===== config.mk =====
export PLATFORM = sky130hd
export DESIGN_NAME = elm_weight_loader_flat
export DESIGN_NICKNAME = d
export VERILOG_FILES = /design/src/rtl/elm_weight_loader_if.sv /design/src/rtl/elm_weight_loader.sv /design/src/flat_wrapper.sv
export SDC_FILE = /design/constraint.sdc
export NUM_CORES = 1
export LEC_CHECK = 0
export BUFFER_PORTS_ARGS = -buffer_cell sky130_fd_sc_hd__buf_4
export CAP_MARGIN = 20
export CORE_ASPECT_RATIO = 0.8
export CORE_UTILIZATION = 52
export CTS_CLUSTER_DIAMETER = 40
export DETAILED_ROUTE_END_ITERATION = 10
export PLACE_DENSITY = 0.85
export SYNTH_ARGS = -nofsm -noshare
export SYNTH_HDL_FRONTEND = slang
export SYNTH_SLANG_ARGS = --single-unit

===== constraint.sdc =====
create_clock -name clk -period 3.2 [get_ports clk]
set_input_delay 0.32 -clock clk [delete_from_list [all_inputs] [get_ports clk]]
set_output_delay 0.32 -clock clk [all_outputs]
set_load 0.01 [all_outputs]

===== src/rtl/elm_weight_loader_if.sv =====
// Host word stream into the neuron weight loader: data/valid from the host FIFO,
// ready back from the loader.
interface elm_weight_loader_if #(
  parameter int DATA_W = 16
);
  logic [DATA_W-1:0] s_data;
  logic              s_valid;
  logic              s_ready;

  modport master (output s_data, output s_valid, input s_ready);
  modport slave  (input s_data, input s_valid, output s_ready);
endinterface


===== src/rtl/elm_weight_loader.sv =====
// Sequences a host stream of per-neuron weights and bias onto the hidden-layer
// neuron configuration bus, one neuron at a time, with config set up ahead of weights.
module elm_weight_loader #(
  parameter int DATA_W      = 16,
  parameter int NUM_WEIGHT  = 128,
  parameter int NUM_NEURON  = 30,
  parameter int LAYER_NO    = 1,
  parameter int NEURON_BASE = 0
) (
  input  logic                  clk,
  input  logic                  rst,
  input  logic                  start,
  elm_weight_loader_if.slave    host,
  output logic [DATA_W-1:0]     weightValue,
  output logic                  weightValid,
  output logic [DATA_W-1:0]     biasValue,
  output logic [NUM_NEURON-1:0] biasValid,
  output logic [2*DATA_W:0]     config_layer_num,
  output logic [2*DATA_W:0]     config_neuron_num,
  output logic                  busy,
  output logic                  done
);

  localparam int W_W   = $clog2(NUM_WEIGHT) + 1;
  localparam int N_W   = $clog2(NUM_NEURON) + 1;
  localparam int CFG_W = 2*DATA_W + 1;

  localparam logic [W_W-1:0]   W_LAST    = W_W'(NUM_WEIGHT - 1);
  localparam logic [N_W-1:0]   N_LAST    = N_W'(NUM_NEURON - 1);
  localparam logic [CFG_W-1:0] CFG_NONE  = '1;
  localparam logic [CFG_W-1:0] LAYER_CFG = CFG_W'(LAYER_NO);
  localparam logic [CFG_W-1:0] BASE_CFG  = CFG_W'(NEURON_BASE);

  typedef enum logic [2:0] {IDLE, SEL, WGT, BIAS, NEXT, FIN} state_t;

  state_t                state_reg;
  logic [W_W-1:0]        w_reg;
  logic [N_W-1:0]        n_reg;
  logic                  ready_reg;
  logic                  accept;
  logic [NUM_NEURON-1:0] bias_onehot;

  assign host.s_ready = ready_reg;
  assign accept       = ready_reg & host.s_valid;

  // Bias capture in the neurons is unqualified, so the strobe is decoded per neuron.
  generate
    for (genvar gi = 0; gi < NUM_NEURON; gi++) begin : g_bias_sel
      assign bias_onehot[gi] = (n_reg == N_W'(gi));
    end
  endgenerate

  always_ff @(posedge clk) begin
    if (rst) begin
      state_reg         <= IDLE;
      w_reg             <= '0;
      n_reg             <= '0;
      ready_reg         <= 1'b0;
      weightValue       <= '0;
      weightValid       <= 1'b0;
      biasValue         <= '0;
      biasValid         <= '0;
      config_layer_num  <= CFG_NONE;
      config_neuron_num <= CFG_NONE;
      busy              <= 1'b0;
      done              <= 1'b0;
    end else begin
      weightValid <= 1'b0;
      biasValid   <= '0;
      done        <= 1'b0;
      case (state_reg)
        IDLE: begin
          if (start) begin
            state_reg <= SEL;
            busy      <= 1'b1;
            n_reg     <= '0;
            w_reg     <= '0;
          end
        end
        SEL: begin
          // Config lands together with ready, so it leads the first weight strobe by a cycle.
          config_layer_num  <= LAYER_CFG;
          config_neuron_num <= BASE_CFG + CFG_W'(n_reg);
          ready_reg         <= 1'b1;
          state_reg         <= WGT;
        end
        WGT: begin
          if (accept) begin
            weightValue <= host.s_data;
            weightValid <= 1'b1;
            w_reg       <= w_reg + 1'b1;
            if (w_reg == W_LAST) begin
              ready_reg <= 1'b0;
              state_reg <= BIAS;
            end
          end
        end
        BIAS: begin
          // Ready was dropped after the last weight; it comes back one cycle into BIAS.
          if (accept) begin
            biasValue <= host.s_data;
            biasValid <= bias_onehot;
            ready_reg <= 1'b0;
            state_reg <= NEXT;
          end else begin
            ready_reg <= 1'b1;
          end
        end
        NEXT: begin
          if (n_reg == N_LAST) begin
            state_reg         <= FIN;
            done              <= 1'b1;
            busy              <= 1'b0;
            config_layer_num  <= CFG_NONE;
            config_neuron_num <= CFG_NONE;
          end else begin
            n_reg     <= n_reg + 1'b1;
            w_reg     <= '0;
            state_reg <= SEL;
          end
        end
        FIN: begin
          state_reg <= IDLE;
        end
        default: begin
          state_reg <= IDLE;
        end
      endcase
    end
  end

endmodule


===== src/flat_wrapper.sv =====
// flat-port wrapper written by rule: the top's interface ports become plain ports
module elm_weight_loader_flat 
#(
  parameter int DATA_W      = 16,
  parameter int NUM_WEIGHT  = 128,
  parameter int NUM_NEURON  = 30,
  parameter int LAYER_NO    = 1,
  parameter int NEURON_BASE = 0
)
  (clk, rst, start, weightValue, weightValid, biasValue, biasValid, config_layer_num, config_neuron_num, busy, done, host_s_data, host_s_valid, host_s_ready);
  elm_weight_loader_if #(.DATA_W(DATA_W)) host_i ();
  input  logic clk;
  input  logic rst;
  input  logic start;
  output logic [DATA_W-1:0] weightValue;
  output logic weightValid;
  output logic [DATA_W-1:0] biasValue;
  output logic [NUM_NEURON-1:0] biasValid;
  output logic [2*DATA_W:0] config_layer_num;
  output logic [2*DATA_W:0] config_neuron_num;
  output logic busy;
  output logic done;
  input wire logic [$bits(host_i.s_data)-1:0] host_s_data;
  input wire logic [$bits(host_i.s_valid)-1:0] host_s_valid;
  output wire logic [$bits(host_i.s_ready)-1:0] host_s_ready;
  assign host_i.s_data = host_s_data;
  assign host_i.s_valid = host_s_valid;
  assign host_s_ready = host_i.s_ready;
  elm_weight_loader #(.DATA_W(DATA_W), .NUM_WEIGHT(NUM_WEIGHT), .NUM_NEURON(NUM_NEURON), .LAYER_NO(LAYER_NO), .NEURON_BASE(NEURON_BASE)) u_core (.clk(clk), .rst(rst), .start(start), .host(host_i), .weightValue(weightValue), .weightValid(weightValid), .biasValue(biasValue), .biasValid(biasValid), .config_layer_num(config_layer_num), .config_neuron_num(config_neuron_num), .busy(busy), .done(done));
endmodule

==> results of run 1 <==
==> metrics by stage <==
step                cell area, um2  instances
floorplan                     3790        443
global placement              4490        598
detailed placement            4490        598
CTS                           4760        614
global route                  4760        614
finish                        4760        614
==> where the power goes <==
part | total (mW) | switching (mW) | internal [mW] | leakage, nW
Sequential | 1.22 | 0.0650 | 1.16 | 0.727
Clock | 0.993 | 0.396 | 0.597 | 0.129
Combinational | 0.495 | 0.232 | 0.263 | 1.10
Total | 2.71 | 0.693 | 2.02 | 1.96
==> Yosys cell counts (all sizes together), types with 6 or more instances <==
library cell	count
o22a	6
o211ai	8
buf	64
o21ai	7
nand3	12
dfxtp	90
clkbuf	21
a21oi	41
a31oi	6
nand2	83
nor2b	9
nor2	38
==> metal layers <==
metal / track usage (%) / share of wire (%) / vias up
met3: 6.95 / 7.5 / 18
met2: 35.7 / 48 / 152
met1: 28.5 / 43 / 1512
met5: 0 / 0 / -
li1: - / - / 1597
met4: 7.21 / 1.6 / 0
==> layout make-up <==
cell class / count / area [um2]
Fill cell: 522 / 2200
Sequential cell: 90 / 1800
Multi-Input combinational cell: 263 / 1410
Timing Repair Buffer: 153 / 1150
Clock inverter: 7 / 141
Clock buffer: 9 / 124
Tap cell: 87 / 109
Inverter: 5 / 18.8
==> cells by family (layout without fill, tap and decap cells) <==
kind of cell	Yosys count	count (layout)
AOI/OAI and AO/OA	86	86
adders and majority gates	5	5
buffers and inverters	90	174
DFF	90	90
muxes	1	1
other	1	1
and+or+nand+nor	170	170
==> worst max-delay path, cell delays in order (launching register included) <==
cell	delay, ns
dfxtp_1	0.50
nor3b_4	0.45
and2_1	0.70
a2bb2oi_1	0.16
a32o_1	0.30
==> how the worst max path moves through the flow <==
stage | startpoint | endpoint | slack [ns] | cells past startpoint
floorplan | u_core.config_neuron_num[31] | config_layer_num[10] | 1.30 | 1
global placement | u_core.state_reg[1] | u_core.w_reg[2] | 1.14 | 4
detailed placement | u_core.state_reg[1] | u_core.w_reg[2] | 1.03 | 4
CTS | u_core.state_reg[1] | u_core.w_reg[2] | 1.0 | 4
global route | u_core.state_reg[1] | u_core.w_reg[4] | 0.80 | 4
finish | u_core.state_reg[1] | u_core.w_reg[2] | 0.97 | 4
==> results, run 1 <==
- Input and output buffers added on the ports amount to 150.
- The number of global-route vias before repair is 2830.
- The startpoint identified for the worst hold timing path is host_s_data[14].
- At the end of the flow, the number of nets in the layout was 547.
- For the worst flop-to-flop path, the logic depth is 4.
- Ranked by flip-flop count, first place goes to u_core.biasValid.
- The slew at the pin closest to its max-slew limit is 0.894 ns.
- The post-synthesis compound-gate area fraction is 14.6%.
- Dividing total power by cell area gives a power density of 569 nW/um2.
- The critical path launch point type is a flip-flop.
- The count of H-tree levels built during CTS is 3.
- Setup slack closes at 0.972 ns.
- The cell count of the worst hold path is 3.
- Post-CTS repair changed the size of 0 cells.
- Along the worst path, the maximum fanout reaches 21.
- The HPWL reported at the end of detailed placement is 6.19 mm.
- In the routed design, unresolved DRC markers number 0.
- The clock transition time at the flip-flop clock pins of the worst setup and hold paths is 0.09 ns.
- Summed over its instances, the top area cell type makes up 47.6% of the synthesized netlist area.
- Subtracting the final worst setup slack from the clock period gives 2.23 ns.
- The largest family of logic cells by synthesized area is simple AND/OR/NAND/NOR gates.
- Dividing the detail-routed via count by the number of cells gives 5.34.
- The fmax is 449 MHz.
- Headroom to the max-slew limit came out at 40.4%.
- The share of the yosys chip area belonging to registers is 47.6%.
- Timing analysis after detailed placement gives a worst setup slack of 1.03 ns.
- The detailed router placed 3279 vias in this run.
- The synthesized design contains 90 register bits.
- The first-pass GRT wire length is 13.5 mm.
- The setup violation total in the final timing report is 0.
- The XOR/XNOR share of the synthesized area is 0%.
- The violation count after the first detailed-route iteration is 262.
- Of the post-synthesis cell area, the part taken by muxes is 0.297%.
- The global router's overall resource usage is 22.2%.
- The synthesized netlist devotes 20.7% of its cell area to simple gates.
- The most common cell after layout, fill and taps aside is buf_4.
- The die height is 78.3 um.
- The largest total area in the synthesized netlist belongs to dfxtp_1.
- The horizontal die dimension is 97.4 um.
- The relative area change from synthesis to final layout is 25.6%.
- On the final layout, the worst hold slack is 0.208 ns.
- In this run the critical register-to-register path is captured at u_core.w_reg[2].
- The number of antenna violations at the first check in global routing is 0.
- The analysis attributes to cell leakage a power of 1.96 nW.
- VDD sags by at most 0.423 mV.
- The worst min-delay path endpoint is u_core.biasValue[14].
- Setup repair after global routing left no endpoint under its margin.
- Setup total negative slack on the finished layout was measured at 0 ns.
- The largest registers in the layout are u_core.biasValid: 30 flops, u_core.biasValue: 16 flops, u_core.weightValue: 16 flops.
- The design draws 2.71 mW.
- The hold violation count in the final report is 0.
- The Yosys step of the flow raised 0 warnings.
- The element type at the critical path end is a flip-flop.
- The row count is 27.
- The number of nets produced by synthesis is 468.
- The detail route stage leaves a number of antenna-violating nets equal to 0.
- The buffers inserted during post-CTS setup optimization is 0.
- The library cell used as clock root buffer is clkbuf_8.
- TritonCTS built the clock tree.
- The number of library cell types mapped by synthesis is 47.
- In this run the critical register-to-register path is launched from u_core.state_reg[1].
- The worst hold path belongs to the class input pin to flip-flop.
- The max-slew violation count came to 0.
- The required time of the worst setup path is 3.45 ns.
- The layout cell share with drive strength beyond 1 is 33.8%.
- The number of maximum-capacitance violations is 0.
- The average wire length per cell after detail routing is 14.3 um.
- For this run, asynchronously set or reset flops after synthesis account for 0%.
- The synthesized design contains 0 enable-type register cells.
- The maximum buffer depth of the clock tree is 2.
- After synthesis, the mean cell area works out to 8.55 um2.
- The adder-cell share of the synthesized area is 1.65%.
- In this run the cell area of the synthesized design comes to 3790 um2.
- The clock skew is 0.00976 ns.
- Synthesis handed over a netlist of 443 instances.
- The flow ran to the end, and the final reports show no timing, DRC or antenna violations.
- Data on the critical path arrives at its endpoint at 2.47 ns.
- The internal reg-to-reg setup slack is 0.97 ns.
- Clock latency on the worst-skew pair, taken at its later pin, is 0.36 ns.
- The overflow left after global routing is 0.
- The clock net in this run drives a total of 90 sinks.
- Entering global routing, the biggest net connects 62 pins.
- The total die area is 7630 um2.
- The total wire length after detailed routing is 8.76 mm.
- The top cell types in the final layout, fill and taps aside, are buf_4, dfxtp_1, nand2_1, a21oi_1, nor2_1.
- The placeable core area is 6960 um2.
- The number of buffers created by CTS is 9.
- In the synthesized netlist the dominant register cell turns out to be dfxtp_1.
- Pin placement for this block handled 152 I/O pins.
- Before antenna repair, the detailed router went through 4 iterations.
- Routability-driven placement finished with a final weighted congestion of 0.869.
- The share of the cycle needed by the critical path after routing is 69.6%.
- The quantity of hold-fixing buffers added after cts is 0.
- The flip-flop count of the largest register, all copies and words added is 30.
- The initial utilization of the core area, before any placement, comes to 54.4%.
- The share of the core filled with cells is 68.4%.
- The total inserted antenna cells is 0.
- After synthesis, the cell types taking the most area are dfxtp_1, buf_4, nand2_1, a21oi_1, nor2_1.
- The critical path start-end classification is flip-flop to flip-flop.
Power figures use the tool's default switching activity.
==> inputs of run 2 (changes only) <==
--- a/config.mk
+++ b/config.mk
@@ -8,10 +8,10 @@
 export BUFFER_PORTS_ARGS = -buffer_cell sky130_fd_sc_hd__buf_4
 export CAP_MARGIN = 20
 export CORE_ASPECT_RATIO = 0.8
-export CORE_UTILIZATION = 52
+export CORE_UTILIZATION = 44
 export CTS_CLUSTER_DIAMETER = 40
 export DETAILED_ROUTE_END_ITERATION = 10
-export PLACE_DENSITY = 0.85
+export PLACE_DENSITY = 0.77
 export SYNTH_ARGS = -nofsm -noshare
 export SYNTH_HDL_FRONTEND = slang
 export SYNTH_SLANG_ARGS = --single-unit
==> constraint.sdc (replaced) <==
create_clock -name clk -period 2 [get_ports clk]
set_input_delay 0.2 -clock clk [delete_from_list [all_inputs] [get_ports clk]]
set_output_delay 0.2 -clock clk [all_outputs]
set_load 0.01 [all_outputs]
==> results, run 2 (synthesized netlist as in run 1, its figures left out) <==
- The maximum buffer depth of the clock tree is 2 (unchanged).
- The path category of the worst min-delay check is input pin to flip-flop.
- The number of maximum-capacitance violations is 0 (unchanged).
- The filler cell count is 730 (+40%).
- The element type at the critical path end is a flip-flop.
- The clock period minus final worst setup slack was 1.83 ns (-0.399 ns).
- The routed via count divided by cell count is 5.11 (-4.3%).
- The total power density per cell area is 889 nW/um2 (+56%).
- The buffers inserted during post-CTS setup optimization is 0 (unchanged).
- The clock transition time at the flip-flop clock pins of the worst setup and hold paths is 0.09 ns (about the same).
- Setup repair after global routing left no endpoint under its margin.
- The flow ran to the end, and the final reports show no timing, DRC or antenna violations.
- The largest registers in the layout are u_core.biasValid: 30 flops, u_core.biasValue: 16 flops, u_core.weightValue: 16 flops.
- For hold timing, the worst endpoint is u_core.state_reg[2].
- The launching point of the worst reg2reg path is u_core.state_reg[1].
- The fmax came to 547 MHz (+22%).
- The hold violation count in the final report is 0 (unchanged).
- The slew at the pin closest to its max-slew limit was 0.522 ns (-0.372 ns).
- The placeable core area is 8130 um2 (+17%).
- The final-stage net count is 560 (+2.4%).
- The TritonCTS clock tree is yes.
- The relative area change from synthesis to final layout is 28.8%.
- The critical path start-end classification is flip-flop to flip-flop.
- The global router's overall resource usage is 19.6% (-2.5 points).
- The number of vias after detailed routing is 3306 (+0.82%).
- The layout cell share with drive strength beyond 1 is 35.4% (+1.7 points).
- The first-pass iteration count of the detailed router is 4 (unchanged).
- The share of the cycle needed by the critical path after routing is 91.4% (+22 points).
- The global placement routability congestion is 0.869 (about the same).
- The share of the core filled with cells was 60.0% (-8.4 points).
- The worst setup path is launched from a flip-flop.
- The relative slew slack is 65.1% (+25 points).
- The number of buffers created by CTS came to 9 (unchanged).
- The data arrival time at the worst-slack endpoint is 2.07 ns (-0.40 ns).
- The quantity of hold-fixing buffers added after cts came to 0 (unchanged).
- The largest net degree at the start of global routing is 60 (-3.2%).
- The die height is 85.0 um (+8.5%).
- The count of buffers inserted at the top-level ports is 150 (unchanged).
- The final antenna-violating net count is 0 (unchanged).
- CTS placed an instance of clkbuf_8 at the clock tree root.
- The final routed DRC violation total was 0 (unchanged).
- The count of boundary I/O pins is 152 (unchanged).
- The total negative setup slack is 0 ns (unchanged).
- The clock insertion delay at the later pin of the skew report is 0.36 ns (about the same).
- The total wire length after detailed routing is 8.92 mm (+1.8%).
- The HPWL reported at the end of detailed placement was 6.40 mm (+3.3%).
- The leakage power is 2.02 nW (+3.1%).
- The horizontal die dimension was 106 um (+8.5%).
- The overflow left after global routing is 0 (unchanged).
- The count of H-tree levels built during CTS came to 3 (unchanged).
- The worst hold path begins at rst.
- The cell count of the worst hold path was 2 (-1).
- The clock skew was 0.0104 ns (+0.000688 ns).
- Leaving out fill and tap cells, the most frequent cell in the layout is buf_4.
- The max-slew violation count is 0 (unchanged).
- The flip-flop count of the largest register, all copies and words added is 30 (unchanged).
- The violation count after the first detailed-route iteration was 209 (-20%).
- The required time of the worst setup path was 2.24 ns (-1.21 ns).
- The endpoint of the worst-slack reg-to-reg timing path is u_core.n_reg[5].
- The setup violation total in the final timing report is 0 (unchanged).
- The number of cells on the worst reg-to-reg path is 4 (unchanged).
- The total inserted antenna cells is 0 (unchanged).
- The starting density of the core is 46.6% (-7.8 points).
- The library cells used most frequently in the layout, excluding fill and tap cells, are buf_4, dfxtp_1, nand2_1, a21oi_1, nor2_1.
- The largest vdd supply drop is 0.602 mV (+42%).
- The count of cells resized by post-cts repair is 0 (unchanged).
- The total die area came to 8980 um2 (+18%).
- The row count is 29 (+7.4%).
- The number of antenna violations at the first check in global routing is 0 (unchanged).
- The total clock sinks is 90 (unchanged).
- The top register by number of flip-flops is u_core.biasValid.
- The first-pass GRT wire length is 14.1 mm (+4.4%).
- The internal reg-to-reg setup slack is 0.17 ns (-0.80 ns).
- The biggest fanout along the worst timing path is 10 (-52%).
- The number of global-route vias before repair came to 2885 (+1.9%).
- The average wire length per cell after detail routing is 13.8 um (-3.4%).
-- run 2: cell count changes in the layout (fill, tap and decap cells not counted), sizes merged --
cell    before  now
clkinv       2    0
clkbuf       9   10
buf        153  166
-- run 2: critical path, stage by stage (launching register included) --
cell	delay, ns
dfxtp_1	0.40
nor2_1	0.32
o21ai_2	0.21
or3_4	0.44
o41ai_1	0.34
-- run 2: final cells by class --
cell class,instances,area (um2),share of cell area (%)
clock buffers,10,128,2.62
inverters,5,18.8,0.385
repair buffers,166,1250,25.6
well taps,108,135,2.77
flip-flops and latches,90,1800,37.0
multi-input cells,263,1420,29.1
clock inverters,5,128,2.62
-- run 2: how the worst max path moves through the flow --
stage                                       startpoint                    to  slack, ns  depth (start not counted)
after floorplan           u_core.config_neuron_num[31]  config_layer_num[10]       0.22                          1
after global placement             u_core.state_reg[2]       u_core.n_reg[5]       0.25                          3
after detailed placement           u_core.state_reg[2]       u_core.n_reg[5]       0.16                          3
after CTS                          u_core.state_reg[1]       u_core.n_reg[5]       0.11                          4
after global routing               u_core.state_reg[1]       u_core.n_reg[5]       0.02                          4
final                              u_core.state_reg[1]       u_core.n_reg[5]       0.17                          4
-- run 2: per-layer routing --
layer	share of wire [%]	track usage [%]	wire [um]
met5	0	0	0
met2	47	30.6	4200
met1	44	27.1	3930
met4	1.2	5.56	105
met3	7.7	4.92	685
-- run 2: report_power, final --
group / switching, mW / total (mW) / internal (mW)
logic: 0.431 / 0.870 / 0.439
registers: 0.0469 / 1.90 / 1.85
clock network: 0.618 / 1.57 / 0.950
-- run 2: stage by stage --
stage	instance area [um2]	worst slack [ns]	instances	power (mW)	hold slack [ns]
2_1_floorplan	3790	0.216	443	2.62	0.336
6_report	4880	0.171	647	4.33	0.0669
3_3_place_gp	4620	0.252	632	2.80	0.437
3_5_place_dp	4620	0.156	632	2.81	0.438
4_1_cts	4870	0.108	647	4.36	0.0600
5_1_grt	4880	0.0185	647	4.51	0.0668
==> inputs of run 3 (changes only) <==
--- a/config.mk
+++ b/config.mk
@@ -11,7 +11,9 @@
 export CORE_UTILIZATION = 44
 export CTS_CLUSTER_DIAMETER = 40
 export DETAILED_ROUTE_END_ITERATION = 10
+export MAX_ROUTING_LAYER = met4
 export PLACE_DENSITY = 0.77
+export REMOVE_ABC_BUFFERS = 1
 export SYNTH_ARGS = -nofsm -noshare
 export SYNTH_HDL_FRONTEND = slang
 export SYNTH_SLANG_ARGS = --single-unit
==> results, run 3 (synthesized netlist as in run 1, its figures left out) <==
- The run finished with clean final reports.
- The routed via count divided by cell count was 5.01 (-1.9%).
- The largest registers in the layout are u_core.biasValid: 30 flops, u_core.biasValue: 16 flops, u_core.weightValue: 16 flops.
- The number of antenna violations at the first check in global routing is 0 (unchanged).
- The worst setup path is launched from a flip-flop.
- Walking the worst path, the cells encountered are nor2_1 -> o21ai_2 -> or3_4 -> o41ai_1.
- The final critical-path setup slack is 0.119 ns (-0.0519 ns).
- Setup repair after global routing left no endpoint under its margin.
- TritonCTS built the clock tree.
- The hold violation count in the final report came to 0 (unchanged).
- The area taken by multi-input logic gates is 1420 um2 (+0.18%).
- The data arrival time at the worst-slack endpoint is 2.12 ns (+0.05 ns).
- The required time of the worst setup path was 2.24 ns (about the same).
- The total clock sinks is 90 (unchanged).
- The most common cell after layout, fill and taps aside is buf_4.
- The final-stage net count was 562 (+0.36%).
- The count of boundary I/O pins was 152 (unchanged).
- The count of cells resized by post-cts repair is 0 (unchanged).
- The relative area change from synthesis to final layout is 28.3%.
- The filler cell count is 680 (-6.8%).
- The placement-stage cell area is 4630 um2 (+0.33%).
- The global router's overall resource usage is 19.7% (+0.082 points).
- The biggest fanout along the worst timing path is 10 (unchanged).
- The total power density per cell area is 841 nW/um2 (-5.4%).
- The clock insertion delay at the later pin of the skew report was 0.37 ns (about the same).
- The placeable core area came to 8130 um2 (unchanged).
- The number of buffers and inverters on the critical path is 0 (unchanged).
- The peak per-stage delay on the critical path is 0.44 ns (about the same).
- The count of H-tree levels built during CTS is 3 (unchanged).
- The flip-flop count of the largest register, all copies and words added is 30 (unchanged).
- The number of buffers created by CTS is 9 (unchanged).
- The leakage power is 2.01 nW (-0.29%).
- The sequential standard cell area is 1810 um2 (about the same).
- The horizontal die dimension is 106 um (unchanged).
- The total inserted antenna cells came to 0 (unchanged).
- The total die area is 8980 um2 (unchanged).
- The family with the most delay on the worst path is simple AND/OR/NAND/NOR gates.
- The final antenna-violating net count is 0 (unchanged).
- The overall power of the completed layout was 4.09 mW (-5.7%).
- For this design, the slowest cell found on the critical path is or3_4.
- The first-pass iteration count of the detailed router came to 4 (unchanged).
- The top register by number of flip-flops is u_core.biasValid.
- The violation count after the first detailed-route iteration is 328 (+57%).
- The number of maximum-capacitance violations is 0 (unchanged).
- The path class of the tightest hold or removal check is input pin to flip-flop.
- The layout cell share with drive strength beyond 1 was 36.3% (+0.91 points).
- The share of the cycle needed by the critical path after routing is 94.0% (+2.6 points).
- The row count is 29 (unchanged).
- The average wire length per cell after detail routing is 13.4 um (-2.9%).
- The starting density of the core is 46.6% (unchanged).
- The fmax is 532 MHz (-2.8%).
- The HPWL reported at the end of detailed placement is 6.31 mm (-1.4%).
- The quantity of hold-fixing buffers added after cts is 0 (unchanged).
- The buffers inserted during post-CTS setup optimization was 0 (unchanged).
- The largest net degree at the start of global routing is 57 (-5.0%).
- Leaving out fill and tap cells, the most frequent cells in the layout are buf_4, dfxtp_1, nand2_1, a21oi_1, nor2_1.
- The final routed DRC violation total is 0 (unchanged).
- The max-slew violation count is 0 (unchanged).
- The die height is 85.0 um (unchanged).
- The total wire length after detailed routing is 8.70 mm (-2.5%).
- The number of global-route vias before repair was 2834 (-1.8%).
- The clock transition time at the flip-flop clock pins of the worst setup and hold paths was 0.10 ns (about the same).
- The global placement routability congestion is 0.944 (+8.6%).
- The first-pass GRT wire length is 13.6 mm (-3.3%).
- The overflow left after global routing is 0 (unchanged).
- The setup violation total in the final timing report came to 0 (unchanged).
- The critical path start-end classification is flip-flop to flip-flop.
- The number of vias after detailed routing is 3257 (-1.5%).
- CTS placed an instance of clkbuf_8 at the clock tree root.
- The clock period minus final worst setup slack is 1.88 ns (+0.0519 ns).
- The design area came to 4860 um2 (-0.38%).
- The element type at the critical path end is a flip-flop.
- The largest vdd supply drop came to 0.520 mV (-14%).
- The count of buffers inserted at the top-level ports is 150 (unchanged).
- The worst slack after detailed placement is 0.162 ns (+0.00647 ns).
- The maximum buffer depth of the clock tree is 2 (unchanged).
- The clock skew is 0.0111 ns (+0.000604 ns).
## run 3: changes by cell type in the layout (fill, tap and decap cells not counted), sizes merged
cell    previous run  this run
clkinv             0         2
buf              166       168
inv                5         8
clkbuf            10         9
bufinv             4         1
## run 3: final timing paths
path / to / slack [ns] / startpoint / depth (start not counted)
worst max-delay path: u_core.n_reg[5] / 0.12 / u_core.state_reg[1] / 4
worst min-delay path: u_core.weightValue[5] / 0.08 / host_s_data[5] / 3
worst max register to register: u_core.n_reg[5] / 0.12 / u_core.state_reg[1] / 4
worst min register to register: u_core.biasValue[15] / 0.46 / u_core.biasValue[15] / 2
## run 3: routing by layer
metal	global-route usage, %	part of all wire [%]
met3	5.99	8.3
met2	29.9	46
met5	-	0
met1	25.5	45
met4	5.43	1.1
## run 3: final cells by class
type / instances / area share [%]
Clock buffer: 9 / 2.55
Clock inverter: 7 / 1.93
Sequential cell: 90 / 37.2
Multi-Input combinational cell: 263 / 29.2
Inverter: 5 / 0.386
Timing Repair Buffer: 168 / 26.0
Tap cell: 108 / 2.78
## run 3: stage by stage
stage	utilization, %	setup TNS (ns)	hold WS, ns	cells
after floorplan	-	-138.06	0.269	358
after global placement	57.0	0	0.444	634
after detailed placement	57.0	0	0.449	634
after CTS	59.7	0	0.0694	650
after global routing	59.8	0	0.0638	650
final	59.8	0	0.0847	650
## run 3: worst reg2reg max path: stages, from the launching register on
cell and delay (ns):
dfxtp_1 0.41, nor2_1 0.33, o21ai_2 0.22, or3_4 0.44, o41ai_1 0.36
## run 3: report_power, final
group          internal, mW  switching [mW]
Combinational         0.436           0.432
Clock                 0.611           0.710
Sequential             1.85          0.0470
Total                  2.90            1.19
